`config.mk`:
```
export PLATFORM = sky130hd
export DESIGN_NAME = fft_out_reorder
export DESIGN_NICKNAME = d
export VERILOG_FILES = /design/src/rtl/fft_out_reorder_pkg.sv /design/src/rtl/reorder_bank.sv /design/src/rtl/fft_out_reorder.sv
export SDC_FILE = /design/constraint.sdc
export NUM_CORES = 1
export LEC_CHECK = 0
export ABC_AREA = 1
export CORE_MARGIN = 4
export CORE_UTILIZATION = 35
export CTS_CLUSTER_SIZE = 25
export DETAILED_ROUTE_END_ITERATION = 7
export PLACE_DENSITY_LB_ADDON = 0.3
export RECOVER_POWER = 50
export SLEW_MARGIN = 25
export SYNTH_ARGS = -nofsm -noshare
export SYNTH_HDL_FRONTEND = slang
export SYNTH_SLANG_ARGS = --single-unit
```
`constraint.sdc`:
```
create_clock -name iCLK -period 4.2 [get_ports iCLK]
set_input_delay 1.05 -clock iCLK [delete_from_list [all_inputs] [get_ports iCLK]]
set_output_delay 1.05 -clock iCLK [all_outputs]
set_load 0.01 [all_outputs]
```
`src/rtl/fft_out_reorder_pkg.sv`:
```
// Shared constants, complex word layout, write-side state encoding and
// bit-reversal helper for the 16-point FFT output reorder stage.
package fft_out_reorder_pkg;

  localparam int FFT_LOG2N = 4;
  localparam int FFT_N     = 1 << FFT_LOG2N;
  localparam int FFT_WL    = 16;

  // Stored word: real part in the MSBs, imaginary part in the LSBs.
  typedef struct packed {
    logic [FFT_WL-1:0] re;
    logic [FFT_WL-1:0] im;
  } cplx_t;

  // WR_DROP marks a frame that found its target bank still occupied.
  typedef enum logic {
    WR_KEEP = 1'b0,
    WR_DROP = 1'b1
  } wr_state_t;

  function automatic logic [FFT_LOG2N-1:0] bitrev(input logic [FFT_LOG2N-1:0] v);
    logic [FFT_LOG2N-1:0] r;
    for (int i = 0; i < FFT_LOG2N; i++) begin
      r[i] = v[FFT_LOG2N-1-i];
    end
    return r;
  endfunction

endpackage

```
`src/rtl/reorder_bank.sv`:
```
// Two-bank x N-entry complex-word register file: one synchronous write port,
// one combinational read port; contents are don't-care until written.
module reorder_bank
  import fft_out_reorder_pkg::*;
#(
  parameter int WL    = FFT_WL,
  parameter int LOG2N = FFT_LOG2N
) (
  input  logic              clk,
  input  logic              we,
  input  logic              wbank,
  input  logic [LOG2N-1:0]  waddr,
  input  logic [2*WL-1:0]   wdata,
  input  logic              rbank,
  input  logic [LOG2N-1:0]  raddr,
  output logic [2*WL-1:0]   rdata
);

  localparam int N = 1 << LOG2N;

  logic [2*WL-1:0] mem [2][N];

  always_ff @(posedge clk) begin
    if (we) begin
      mem[wbank][waddr] <= wdata;
    end
  end

  assign rdata = mem[rbank][raddr];

endmodule

```
`src/rtl/fft_out_reorder.sv`:
```
// Ping-pong reorder of bit-reversed FFT frames into natural order; first word one
// cycle after a frame completes, one word/cycle; iREADY low holds the output, full banks drop frames.
module fft_out_reorder
  import fft_out_reorder_pkg::*;
#(
  parameter int WL     = FFT_WL,
  parameter int LOG2N  = FFT_LOG2N,
  parameter int BITREV = 1
) (
  input  logic              iCLK,
  input  logic              iRSTn,
  input  logic              iCLR,
  input  logic              iEN,
  input  logic [WL-1:0]     iDATA_re,
  input  logic [WL-1:0]     iDATA_im,
  input  logic              iREADY,
  output logic              oVALID,
  output logic [WL-1:0]     oDATA_re,
  output logic [WL-1:0]     oDATA_im,
  output logic [LOG2N-1:0]  oINDEX,
  output logic              oSOF,
  output logic              oEOF,
  output logic              oOVF
);

  localparam logic [LOG2N-1:0] CNT_ONE  = 1;
  localparam logic [LOG2N-1:0] CNT_LAST = '1;

  wr_state_t         wr_state, wr_state_nxt;
  logic [LOG2N-1:0]  wcnt, rcnt;
  logic              wb, rb;
  logic [1:0]        full, full_nxt;

  logic              frame_start, frame_last, drop_cur;
  logic              wr_en, set_full;
  logic [LOG2N-1:0]  waddr;
  logic [2*WL-1:0]   wdata, rdata;
  logic              load, rd_last, clr_full;

  assign frame_start = (wcnt == '0);
  assign frame_last  = (wcnt == CNT_LAST);
  // The drop decision for a frame is made on its first sample and then latched in wr_state.
  assign drop_cur    = frame_start ? full[wb] : (wr_state == WR_DROP);
  assign waddr       = (BITREV != 0) ? bitrev(wcnt) : wcnt;
  assign wdata       = {iDATA_re, iDATA_im};

  always_ff @(posedge iCLK or negedge iRSTn) begin
    if (!iRSTn) begin
      wr_state <= WR_KEEP;
    end else if (iCLR) begin
      wr_state <= WR_KEEP;
    end else begin
      wr_state <= wr_state_nxt;
    end
  end

  always_comb begin
    wr_state_nxt = wr_state;
    wr_en        = 1'b0;
    set_full     = 1'b0;
    if (iEN) begin
      wr_en = !drop_cur;
      if (frame_last) begin
        set_full     = !drop_cur;
        wr_state_nxt = WR_KEEP;
      end else if (frame_start) begin
        wr_state_nxt = drop_cur ? WR_DROP : WR_KEEP;
      end
    end
  end

  assign load     = full[rb] && (!oVALID || iREADY);
  assign rd_last  = (rcnt == CNT_LAST);
  assign clr_full = load && rd_last;

  // Set and clear always target different banks: a bank is only written while empty.
  always_comb begin
    full_nxt = full;
    if (set_full) begin
      full_nxt[wb] = 1'b1;
    end
    if (clr_full) begin
      full_nxt[rb] = 1'b0;
    end
  end

  reorder_bank #(
    .WL    (WL),
    .LOG2N (LOG2N)
  ) u_bank (
    .clk   (iCLK),
    .we    (wr_en),
    .wbank (wb),
    .waddr (waddr),
    .wdata (wdata),
    .rbank (rb),
    .raddr (rcnt),
    .rdata (rdata)
  );

  always_ff @(posedge iCLK or negedge iRSTn) begin
    if (!iRSTn) begin
      wcnt     <= '0;
      rcnt     <= '0;
      wb       <= 1'b0;
      rb       <= 1'b0;
      full     <= '0;
      oVALID   <= 1'b0;
      oDATA_re <= '0;
      oDATA_im <= '0;
      oINDEX   <= '0;
      oSOF     <= 1'b0;
      oEOF     <= 1'b0;
      oOVF     <= 1'b0;
    end else if (iCLR) begin
      wcnt     <= '0;
      rcnt     <= '0;
      wb       <= 1'b0;
      rb       <= 1'b0;
      full     <= '0;
      oVALID   <= 1'b0;
      oDATA_re <= '0;
      oDATA_im <= '0;
      oINDEX   <= '0;
      oSOF     <= 1'b0;
      oEOF     <= 1'b0;
      oOVF     <= 1'b0;
    end else begin
      full <= full_nxt;
      if (iEN) begin
        wcnt <= wcnt + CNT_ONE;
        if (set_full) begin
          wb <= ~wb;
        end
        if (frame_start && full[wb]) begin
          oOVF <= 1'b1;
        end
      end
      if (load) begin
        oVALID   <= 1'b1;
        oDATA_re <= rdata[2*WL-1:WL];
        oDATA_im <= rdata[WL-1:0];
        oINDEX   <= rcnt;
        oSOF     <= (rcnt == '0);
        oEOF     <= rd_last;
        rcnt     <= rcnt + CNT_ONE;
        if (rd_last) begin
          rb <= ~rb;
        end
      end else if (oVALID && iREADY) begin
        oVALID <= 1'b0;
        oINDEX <= '0;
        oSOF   <= 1'b0;
        oEOF   <= 1'b0;
      end
    end
  end

endmodule

```
Word level (Yosys, flattened, before mapping)
Memory sizes are Yosys's and may differ from the RTL's.
Cells that the tools add are included.
{ "classes": {"eq_ne": 2, "shifts": 0, "div": 0, "reduce_logical": 23, "n_lt_le_gt_ge": 7, "n_addsub": 2, "mul": 0, "mux": 54, "bitwise_logic": 7} }
{ "op_table": {"columns": ["operator", "count"], "rows": [
  ["512-bit two-way mux", 1],
  ["32-bit binary-select mux with 4-bit select", 1],
  ["32-bit demux with 4-bit select", 1],
  ["32-bit two-way mux", 3],
  ["16-bit two-way mux", 4],
  ["1-bit two-way mux", 32],
  ["4-bit two-way mux", 7],
  ["5-bit greater-or-equal comparator, second input constant", 2],
  ["4-bit NOT with 5-bit output", 2],
  ["2-bit nonzero test", 5],
  ["4-bit by 1-bit adder with 4-bit output, second input constant", 2],
  ["4-bit == test, second input constant", 2],
  ["4-bit logical NOT", 2],
  ["2-bit AND reduction", 4],
  ["1-bit logical AND", 7],
  ["2-bit two-way mux", 3],
  ["3-bit nonzero test", 2],
  ["5-bit by 1-bit less-than comparator with 1-bit output, second input constant", 1],
  ["1-bit by 2-bit less-than comparator with 1-bit output, second input constant", 2],
  ["2-bit bitwise AND", 1],
  ["1-bit demux with 1-bit select", 2],
  ["1-bit greater-or-equal comparator, second input constant", 2],
  ["1-bit logical NOT", 2],
  ["1-bit NOT", 2],
  ["3 further kinds", 3]
]} }
{ "word_totals": {"mem_count": 1, "out_inout_bits": 40, "latch_bits": 0, "reg_bits": 53, "wordCells": 109, "rom_bits": 0, "ramBits": 1024, "in_bits": 37} }
{ "mem_list": {"columns": ["memory", "words", "word_bits", "rd", "rd_clocked_by_memory_dff", "wr", "line", "rtl"], "rows": [
  ["u_bank.mem", 2, 512, 1, 0, 1, "reorder_bank.sv:21", "logic [2*WL-1:0] mem [2][N];"]
]} }

Longest topological paths before layout
Gate-level depths: netlist (run 1).
{ "depth": {"ltp_word": 10, "depth_mapped": 14, "ltp_nobuf": 11} }

Modules after synthesis
A second synthesis (run 1) with hierarchy kept.
{ "hier_totals": {"cells_unflattened": 3786, "hier_area_um2": 44159.9} }
{ "modules_own_cells": {"columns": ["mod", "instances", "area_each_um2", "cells_each", "seq_area_each_um2"], "rows": [
  ["reorder_bank", 1, 41751.3, 3513, 30749.5],
  ["fft_out_reorder", 1, 2408.6, 273, 1326.3]
]} }

Worst setup path after synthesis (run 1)
Ideal clock, no wire load.
{ "synth_path": {"path_type": "input port to flip-flop", "startpoint": "in iEN", "endpoint": "mem u_bank.mem[1][0] (netlist bit) (enable)", "path_stages": 4, "setup_time_ns": 0.422, "slack_ns": 0.970, "arrival_ns": 2.808, "t_required_ns": 3.778, "path_buffers": 0, "cell_sequence": "nand3_1 inv_1 nand2_1 nor2_1"} }
{ "synth_via": {"elab_chain_len": 3} }
{ "synth_rtl": {"columns": ["element", "line", "rtl"], "rows": [
  ["start, declared", "fft_out_reorder.sv:13", "input logic iEN,"],
  ["1-bit two-way mux", "fft_out_reorder.sv:61", "if (iEN) begin"],
  ["1-bit two-way mux", "reorder_bank.sv:24", "if (we) begin"],
  ["512-bit two-way mux (not written as such)", "reorder_bank.sv:25", "mem[wbank][waddr] <= wdata;"],
  ["end, declared", "reorder_bank.sv:21", null]
]} }
Every way passes these cells.

Worst setup path in the final report (run 1)
{ "layout_path": {"startpoint": "reg wcnt[1]", "endpoint": "mem u_bank.mem[0][25] (netlist bit) (enable)"} }
{ "layout_via": {"elab_chain_len": 6, "word_cells_on_any_way": 12, "classes_between": "2 x order compare; 6 x mux; 1 x bitwise; 3 x reduce/logical"} }
{ "layout_rtl": {"columns": ["element", "line", "rtl"], "rows": [
  ["start, declared", "fft_out_reorder.sv:30", "logic [LOG2N-1:0] wcnt, rcnt;"],
  ["start signal, assigned", "fft_out_reorder.sv:131", "wcnt <= wcnt + CNT_ONE;"],
  ["4-bit NOT with 5-bit output (not written as such) or 4-bit logical NOT (tied branches)", "reorder_bank.sv:25, fft_out_reorder.sv:40", null],
  ["5-bit greater-or-equal comparator (not written as such) (tied with other cells)", "reorder_bank.sv:25", null],
  ["1-bit logical AND (not written as such) or 1-bit logical NOT (tied branches)", "reorder_bank.sv:25, fft_out_reorder.sv:62", null],
  ["32-bit two-way mux (not written as such) or 1-bit two-way mux (tied branches)", "reorder_bank.sv:25, fft_out_reorder.sv:61", null],
  ["32-bit demux with 4-bit select or 1-bit two-way mux (tied branches)", "reorder_bank.sv:25, reorder_bank.sv:24", null],
  ["512-bit two-way mux (not written as such) *", "reorder_bank.sv:25", null]
]} }
Mark *: on every way between the ends. The rest lies on a longest branch, timed or not.

==> summary.md, run 1 <==
| Metric | Value |
|---|---|
| Status | `complete, but fails checks` |
| Failing checks | `capacitance limit, slew limit` |
| Worst-path clk slew | `0.06 ns` |
| Area grow syn2layout | `15.0%` |
| Synthesized instance count | `4,067` |
| Core area | `126,000 um^2` |
| Mux contribution to synthesized area | `0` |
| Crit-path cells | `inv_1, ha_1, nand2_1, inv_1, nand3_1, nand3_1, inv_1, nand2_1, nor2_1, buf_12` |
| Switch share | `0.225` |
| Number of buffers inserted during clock tree synthesis | `108` |
| First DRT Iteration DRCs | `3,008` |
| H-tree depth | `3` |
| Gr usage total | `0.180` |
| TritonCTS clock tree | `built` |
| CP max stage delay | `0.60 ns` |
| Drt first pass iters | `7` |
| # Post-CTS Setup Buffers | `0` |
| Crit path time final | `3.11 ns` |
| Max FO, Critical Path | `27` |
| Required @ worst endpoint | `4.56 ns` |
| Critical path endpoint category | `flip-flop` |
| Main synth FF type | `edfxtp_1` |
| Post-CTS Hold Fix Bufs | `0` |
| Final hold vios | `0` |
| VDD IR-drop max | `0.334 mV` |
| Vias in the first global route | `27,488` |
| Final TNS setup | `0 ns` |
| Fin crit share | `0.740` |
| Area contributors post-synth | `edfxtp_1, nand2_1, nor2_1, o21ai_0, nand3_1` |
| Cell family with most CP delay | `simple AND/OR/NAND/NOR gates` |
| Mapped Avg Cell Area | `10.9 um^2` |
| EDFF count, synth | `1,024` |
| Pin count of the biggest net entering global routing | `141` |
| RSZ-0062 raised after global routing | `no` |
| GPL Wtd Cong | `0.816` |
| Power Density | `451 nW/um^2` |
| P_int | `17,800 uW` |
| Clock share of power | `0.420` |
| Seq pwr share | `0.516` |
| Pins over their slew limit | `1,096` |
| Effective utilization at floorplan | `0.353` |
| CP dominant cell by count | `inv_1` |
| Post-route antenna net violation count | `0` |
| Initial antenna violation count | `18` |
| Mapped Area | `44,300 um^2` |
| Share of cells above drive strength 1 | `0.0682` |
| Drt drc | `0` |
| Crit path max-delay cell type | `nor2_1` |
| I/O Pins | `77` |
| Critical Setup Path Class | `flip-flop to flip-flop` |
| Top-area cell type share of the netlist area | `0.694` |
| Hold slack | `0.496 ns` |
| Die area | `132,000 um^2` |
| Max cap viols | `33` |
| CP startpoint | `wcnt[1]$_DFFE_PN0P_` |
| Post-synthesis compound-gate area fraction | `0.0390` |
| Hold wc startpoint | `oSOF$_DFFE_PN0P_` |
| Synth cell types | `26` |
| Chip height | `364 um` |
| WL/cell | `20.5 um` |
| Final instance area | `51,000 um^2` |
| Relative slew slack | `-0.737` |
| Post-layout util | `0.405` |
| DP Wirelength | `71,900 um` |
| Maximum root-to-sink buffer count | `3` |
| Root Driver | `clkbuf_16` |
| Clock skew | `0.0250 ns` |
| Mapped Nets | `4,110` |
| Most common cell after layout, fill and taps aside | `nand2_1` |
| Crit path DAT | `3.46 ns` |
| Via count | `29,165` |
| Dpl cell area | `47,500 um^2` |
| Area leader, netlist | `edfxtp_1` |
| Fillers | `11,815` |
| Reg-to-Reg Start | `wcnt[1]$_DFFE_PN0P_` |
| CTS Sinks | `1,077` |
| Number of port buffers | `76` |
| Synth warnings | `0` |
| Skew-Pair Late Insertion Delay | `0.68 ns` |
| NumNets Final | `4,188` |
| Count of state elements after synthesis | `1,077` |
| Startpoint types | `flip-flop` |
| Post-Synth Simple-Gate Area | `0.193` |
| Drt total wl | `121,000 um` |
| Die width | `364 um` |
| Largest family of logic cells by synthesized area | `simple AND/OR/NAND/NOR gates` |
| Psw | `5180 uW` |
| First-pass GRT wire length | `179,000 um` |
| GRT overflow | `0` |
| Fmax | `0.322 GHz` |
| XOR/XNOR Fraction of Synth Area | `0.000198` |
| Synth Area in Adders | `0.00169` |
| Static Leakage | `0.0194 uW` |
| Least-Margin Pin Slew | `2.61 ns` |
| Comb pwr share | `0.064` |
| Most frequent cells in the layout | `nand2_1, edfxtp_1, nor2_1` |
| Sequential area share after synthesis | `0.724` |
| CTS-repair resized insts | `0` |
| Hold WC Path Type | `flip-flop to flip-flop` |
| Final Setup Violations | `0` |
| Async set or reset register ratio after synthesis | `0.0492` |
| # rows | `130` |
| Vias per cell | `4.95` |
| WP buf/inv | `4` |
final cells by class:
class,instances,area (um^2),share of cell area
sequential,1077,32100,0.630
multi-input combinational,2528,10600,0.208
clock buffer,140,3010,0.0590
tap,1650,2060,0.0405
timing repair buffer,182,1700,0.0334
inverter,248,947,0.0186
clock inverter,62,562,0.0110
antenna,5,12.5,0.000245
per-stage QoR:
stage	power [uW]	cells	setup WS, ns
2_1_floorplan	12900	4067	0.970
5_1_grt	23800	5887	0.648
4_1_cts	23200	5887	1.21
6_report	23000	5892	1.09
3_5_place_dp	13600	5685	0.739
3_3_place_gp	13600	5685	0.764
flip-flops by register name, summed over array words and instances (netlist names), 2 cells and up:
register    count
oDATA_re       16
rcnt            4
full            2
u_bank.mem   1024
wcnt            4
oINDEX          4
oDATA_im       16
logic make-up after synthesis:
kind of cell             after synthesis
XOR/XNOR                               1
AO/OA/AOI/OAI                        343
buffers and inverters                462
AND/OR/NAND/NOR                     2178
flip-flops                          1077
adder cells (fa/ha/maj)                6
power groups by stage:
| stage | combinational (uW) | clock, uW | sequential, uW |
|---|---|---|---|
| 2_1_floorplan | 810 | 0 | 12100 |
| 3_3_place_gp | 1500 | 0 | 12100 |
| 6_report | 1480 | 9640 | 11900 |
| 4_1_cts | 1510 | 9810 | 11800 |
| 5_1_grt | 1640 | 10300 | 11900 |
| 3_5_place_dp | 1500 | 0 | 12100 |
worst paths after layout:
kind	depth (start not counted)	slack [ns]	endpoint
setup / recovery	10	1.09	u_bank.mem[0][25]$_DFFE_PP_
hold / removal	2	0.50	oSOF$_DFFE_PN0P_
setup reg to reg	10	1.09	u_bank.mem[0][25]$_DFFE_PP_
hold reg to reg	2	0.50	oSOF$_DFFE_PN0P_
max in group asynchronous	1	1.14	rcnt[1]$_DFFE_PN0P_
min in group asynchronous	1	1.19	oDATA_re[3]$_DFFE_PN0P_
synth_stat cells (3+ instances only):
cell / number
nand2_1: 1163
edfxtp_1: 1024
nor2_1: 734
o21ai_0: 319
nand3_1: 273
inv_1: 219
clkbuf_1: 92
buf_2: 86
dfrtp_1: 53
clkinv_1: 26
buf_1: 25
a21oi_1: 10
o21ai_1: 10
buf_4: 9
ha_1: 6
nor3_1: 4
inv_2: 3
per-layer routing:
layer | vias to the layer above | GRT usage | routed length [um]
met1 | 14238 | 0.266 | 54900
met2 | 1016 | 0.273 | 53500
met4 | 2 | 0.0420 | 2500
met5 | - | 0 | 20
met3 | 180 | 0.0361 | 9910
li1 | 13729 | - | -
tightest hold or removal path: cells and delay by family, from the launching register on:
kind             cells  cell delay [ns]
DFF                  1             0.36
and+or+nand+nor      2             0.11
Note: power is estimated with default switching activity, not from simulation.
==> run 2, diff against run 1 <==
==> constraint.sdc (replaced) <==
create_clock -name iCLK -period 3.1 [get_ports iCLK]
set_input_delay 0.775 -clock iCLK [delete_from_list [all_inputs] [get_ports iCLK]]
set_output_delay 0.775 -clock iCLK [all_outputs]
set_load 0.01 [all_outputs]
==> run 2 against run 1 <==
Net effect: the flow still finishes with violations (capacitance limit, slew limit); largest cell class unchanged; combinational power grew 38%; register-to-register slack lost 0.78 ns; worst hold slack gained 0.0027 ns; wire length shrank 0.39%; final area grew 0.95%; highest routed layer is now met4; critical path depth shrank 8; critical path type is now primary input to flip-flop; first-iteration DRC count shrank 1.7%; core utilization grew 0.38 points; total power grew 33%.
==> summary.md, run 2 (same netlist as run 1, synthesis figures left out) <==
| Metric | Value |
|---|---|
| Most common cell after layout, fill and taps aside | `nand2_1` |
| # Post-CTS Setup Buffers | `0` |
| Final instance area | `51,400 um^2` |
| Number of port buffers | `76` |
| Failing checks | `capacitance limit, slew limit` |
| Drt total wl | `120,000 um` |
| Final TNS setup | `0 ns` |
| CTS Sinks | `1,077` |
| VDD IR-drop max | `0.536 mV` |
| Chip height | `364 um` |
| Vias in the first global route | `28,118` |
| Least-Margin Pin Slew | `2.29 ns` |
| WHS Path Cells | `2` |
| Max FO, Critical Path | `32` |
| Via count | `29,234` |
| Comb pwr share | `0.066` |
| Relative slew slack | `-0.526` |
| Effective utilization at floorplan | `0.353` |
| Pins over their slew limit | `1,084` |
| Drt drc | `0` |
| Clock share of power | `0.410` |
| Most frequent cells in the layout | `nand2_1, edfxtp_1, nor2_1` |
| WP buf/inv | `2` |
| Initial antenna violation count | `9` |
| Max cap viols | `33` |
| I/O Pins | `77` |
| Critical path endpoint category | `flip-flop` |
| Power Density | `596 nW/um^2` |
| Fmax | `0.353 GHz` |
| Post-CTS Hold Fix Bufs | `0` |
| Number of buffers inserted during clock tree synthesis | `106` |
| Drt first pass iters | `6` |
| Vias per cell | `4.93` |
| Final Setup Violations | `0` |
| Switch share | `0.227` |
| Hold WC Path Type | `flip-flop to flip-flop` |
| Dpl cell area | `48,200 um^2` |
| Root Driver | `clkbuf_16` |
| Number of cells on the critical path | `2` |
| Die area | `132,000 um^2` |
| Cell family with most CP delay | `buffers and inverters` |
| Critical Setup Path Class | `primary input to flip-flop` |
| Share of cells above drive strength 1 | `0.0726` |
| Skew-Pair Late Insertion Delay | `0.68 ns` |
| CTS-repair resized insts | `0` |
| WL/cell | `20.3 um` |
| Crit-path cells | `dlygate4sd3_1, clkbuf_1` |
| Worst r2r path cells | `12` |
| NumNets Final | `4,223` |
| Required @ worst endpoint | `3.23 ns` |
| Post-layout util | `0.409` |
| Psw | `6970 uW` |
| H-tree depth | `3` |
| Most flop-heavy register | `u_bank.mem` |
| Crit path DAT | `2.96 ns` |
| Fin crit share | `0.914` |
| Area grow syn2layout | `16.1%` |
| Status | `complete, but fails checks` |
| RSZ-0062 raised after global routing | `no` |
| Crit path time final | `2.83 ns` |
| Pin count of the biggest net entering global routing | `152` |
| Post-route antenna net violation count | `0` |
| Max reg flops | `1,024` |
| TritonCTS clock tree | `built` |
| # rows | `130` |
| Maximum root-to-sink buffer count | `3` |
| Worst-path clk slew | `0.06 ns` |
| Die width | `364 um` |
| DP Wirelength | `73,500 um` |
| CP max stage delay | `1.58 ns` |
| Crit path max-delay cell type | `clkbuf_1` |
| Seq pwr share | `0.524` |
| Startpoint types | `primary input` |
| Final hold vios | `0` |
| Fillers | `11,976` |
| Core area | `126,000 um^2` |
| P_int | `23,700 uW` |
| GPL Wtd Cong | `0.811` |
| Gr usage total | `0.180` |
| Biggest regs | `u_bank.mem: 1024 flops, oDATA_im: 16 flops, oDATA_re: 16 flops` |
| GRT overflow | `0` |
| Static Leakage | `0.0195 uW` |
| Clock skew | `0.0248 ns` |
| First DRT Iteration DRCs | `2,956` |
| First-pass GRT wire length | `179,000 um` |
[run 2: changes by cell type in the layout (fill, tap and decap cells not counted), sizes merged]
cell,delta
clkinv,-9
inv,+2
dlygate4sd3,+13
clkinvlp,-3
clkbuf,+17
buf,+20
bufinv,-5
diode,-2
[run 2: power by group through the flow]
stage	registers [uW]	clock network, uW	logic (uW)
2_1_floorplan	16300	0	1100
5_1_grt	16100	13400	2270
3_5_place_dp	16400	0	2080
4_1_cts	16100	12800	2090
3_3_place_gp	16400	0	2080
6_report	16100	12600	2040
[run 2: worst paths after layout]
check	start	end	slack [ns]
setup / recovery	iDATA_re[4]	u_bank.mem[0][372]$_DFFE_PP_	0.27
hold / removal	oSOF$_DFFE_PN0P_	oSOF$_DFFE_PN0P_	0.50
setup reg to reg	wcnt[1]$_DFFE_PN0P_	u_bank.mem[0][323]$_DFFE_PP_	0.31
hold reg to reg	oSOF$_DFFE_PN0P_	oSOF$_DFFE_PN0P_	0.50
max in group asynchronous	iRSTn	rcnt[1]$_DFFE_PN0P_	0.90
min in group asynchronous	iRSTn	oDATA_re[2]$_DFFE_PN0P_	0.71
[run 2: layer usage]
layer / global-route usage / vias up / routed length [um]
met1: 0.269 / 14334 / 55400
met4: 0.0314 / 0 / 1700
li1: - / 13799 / -
met3: 0.0387 / 141 / 10000
met2: 0.272 / 960 / 53200
met5: 0 / - / 0
[run 2: through the flow]
stage | total power (uW) | hold WS (ns) | setup WS [ns] | instances
CTS | 30900 | 0.189 | 0.380 | 5922
global route | 31700 | 0.509 | 0.112 | 5922
finish | 30700 | 0.499 | 0.268 | 5925
detailed placement | 18400 | 0.469 | 0.101 | 5722
global placement | 18400 | 0.467 | 0.131 | 5722
floorplan | 17400 | 0.452 | 0.0185 | 4067
[run 2: cell type report]
cell class	count	area, um^2	share of cell area
clock buffers	153	3030	0.0589
repair buffers	219	2340	0.0455
inverters	248	947	0.0184
diodes	3	7.51	0.000146
well taps	1650	2060	0.0401
flip-flops and latches	1077	32100	0.624
clock inverters	47	360	0.00700
multi-input cells	2528	10600	0.206
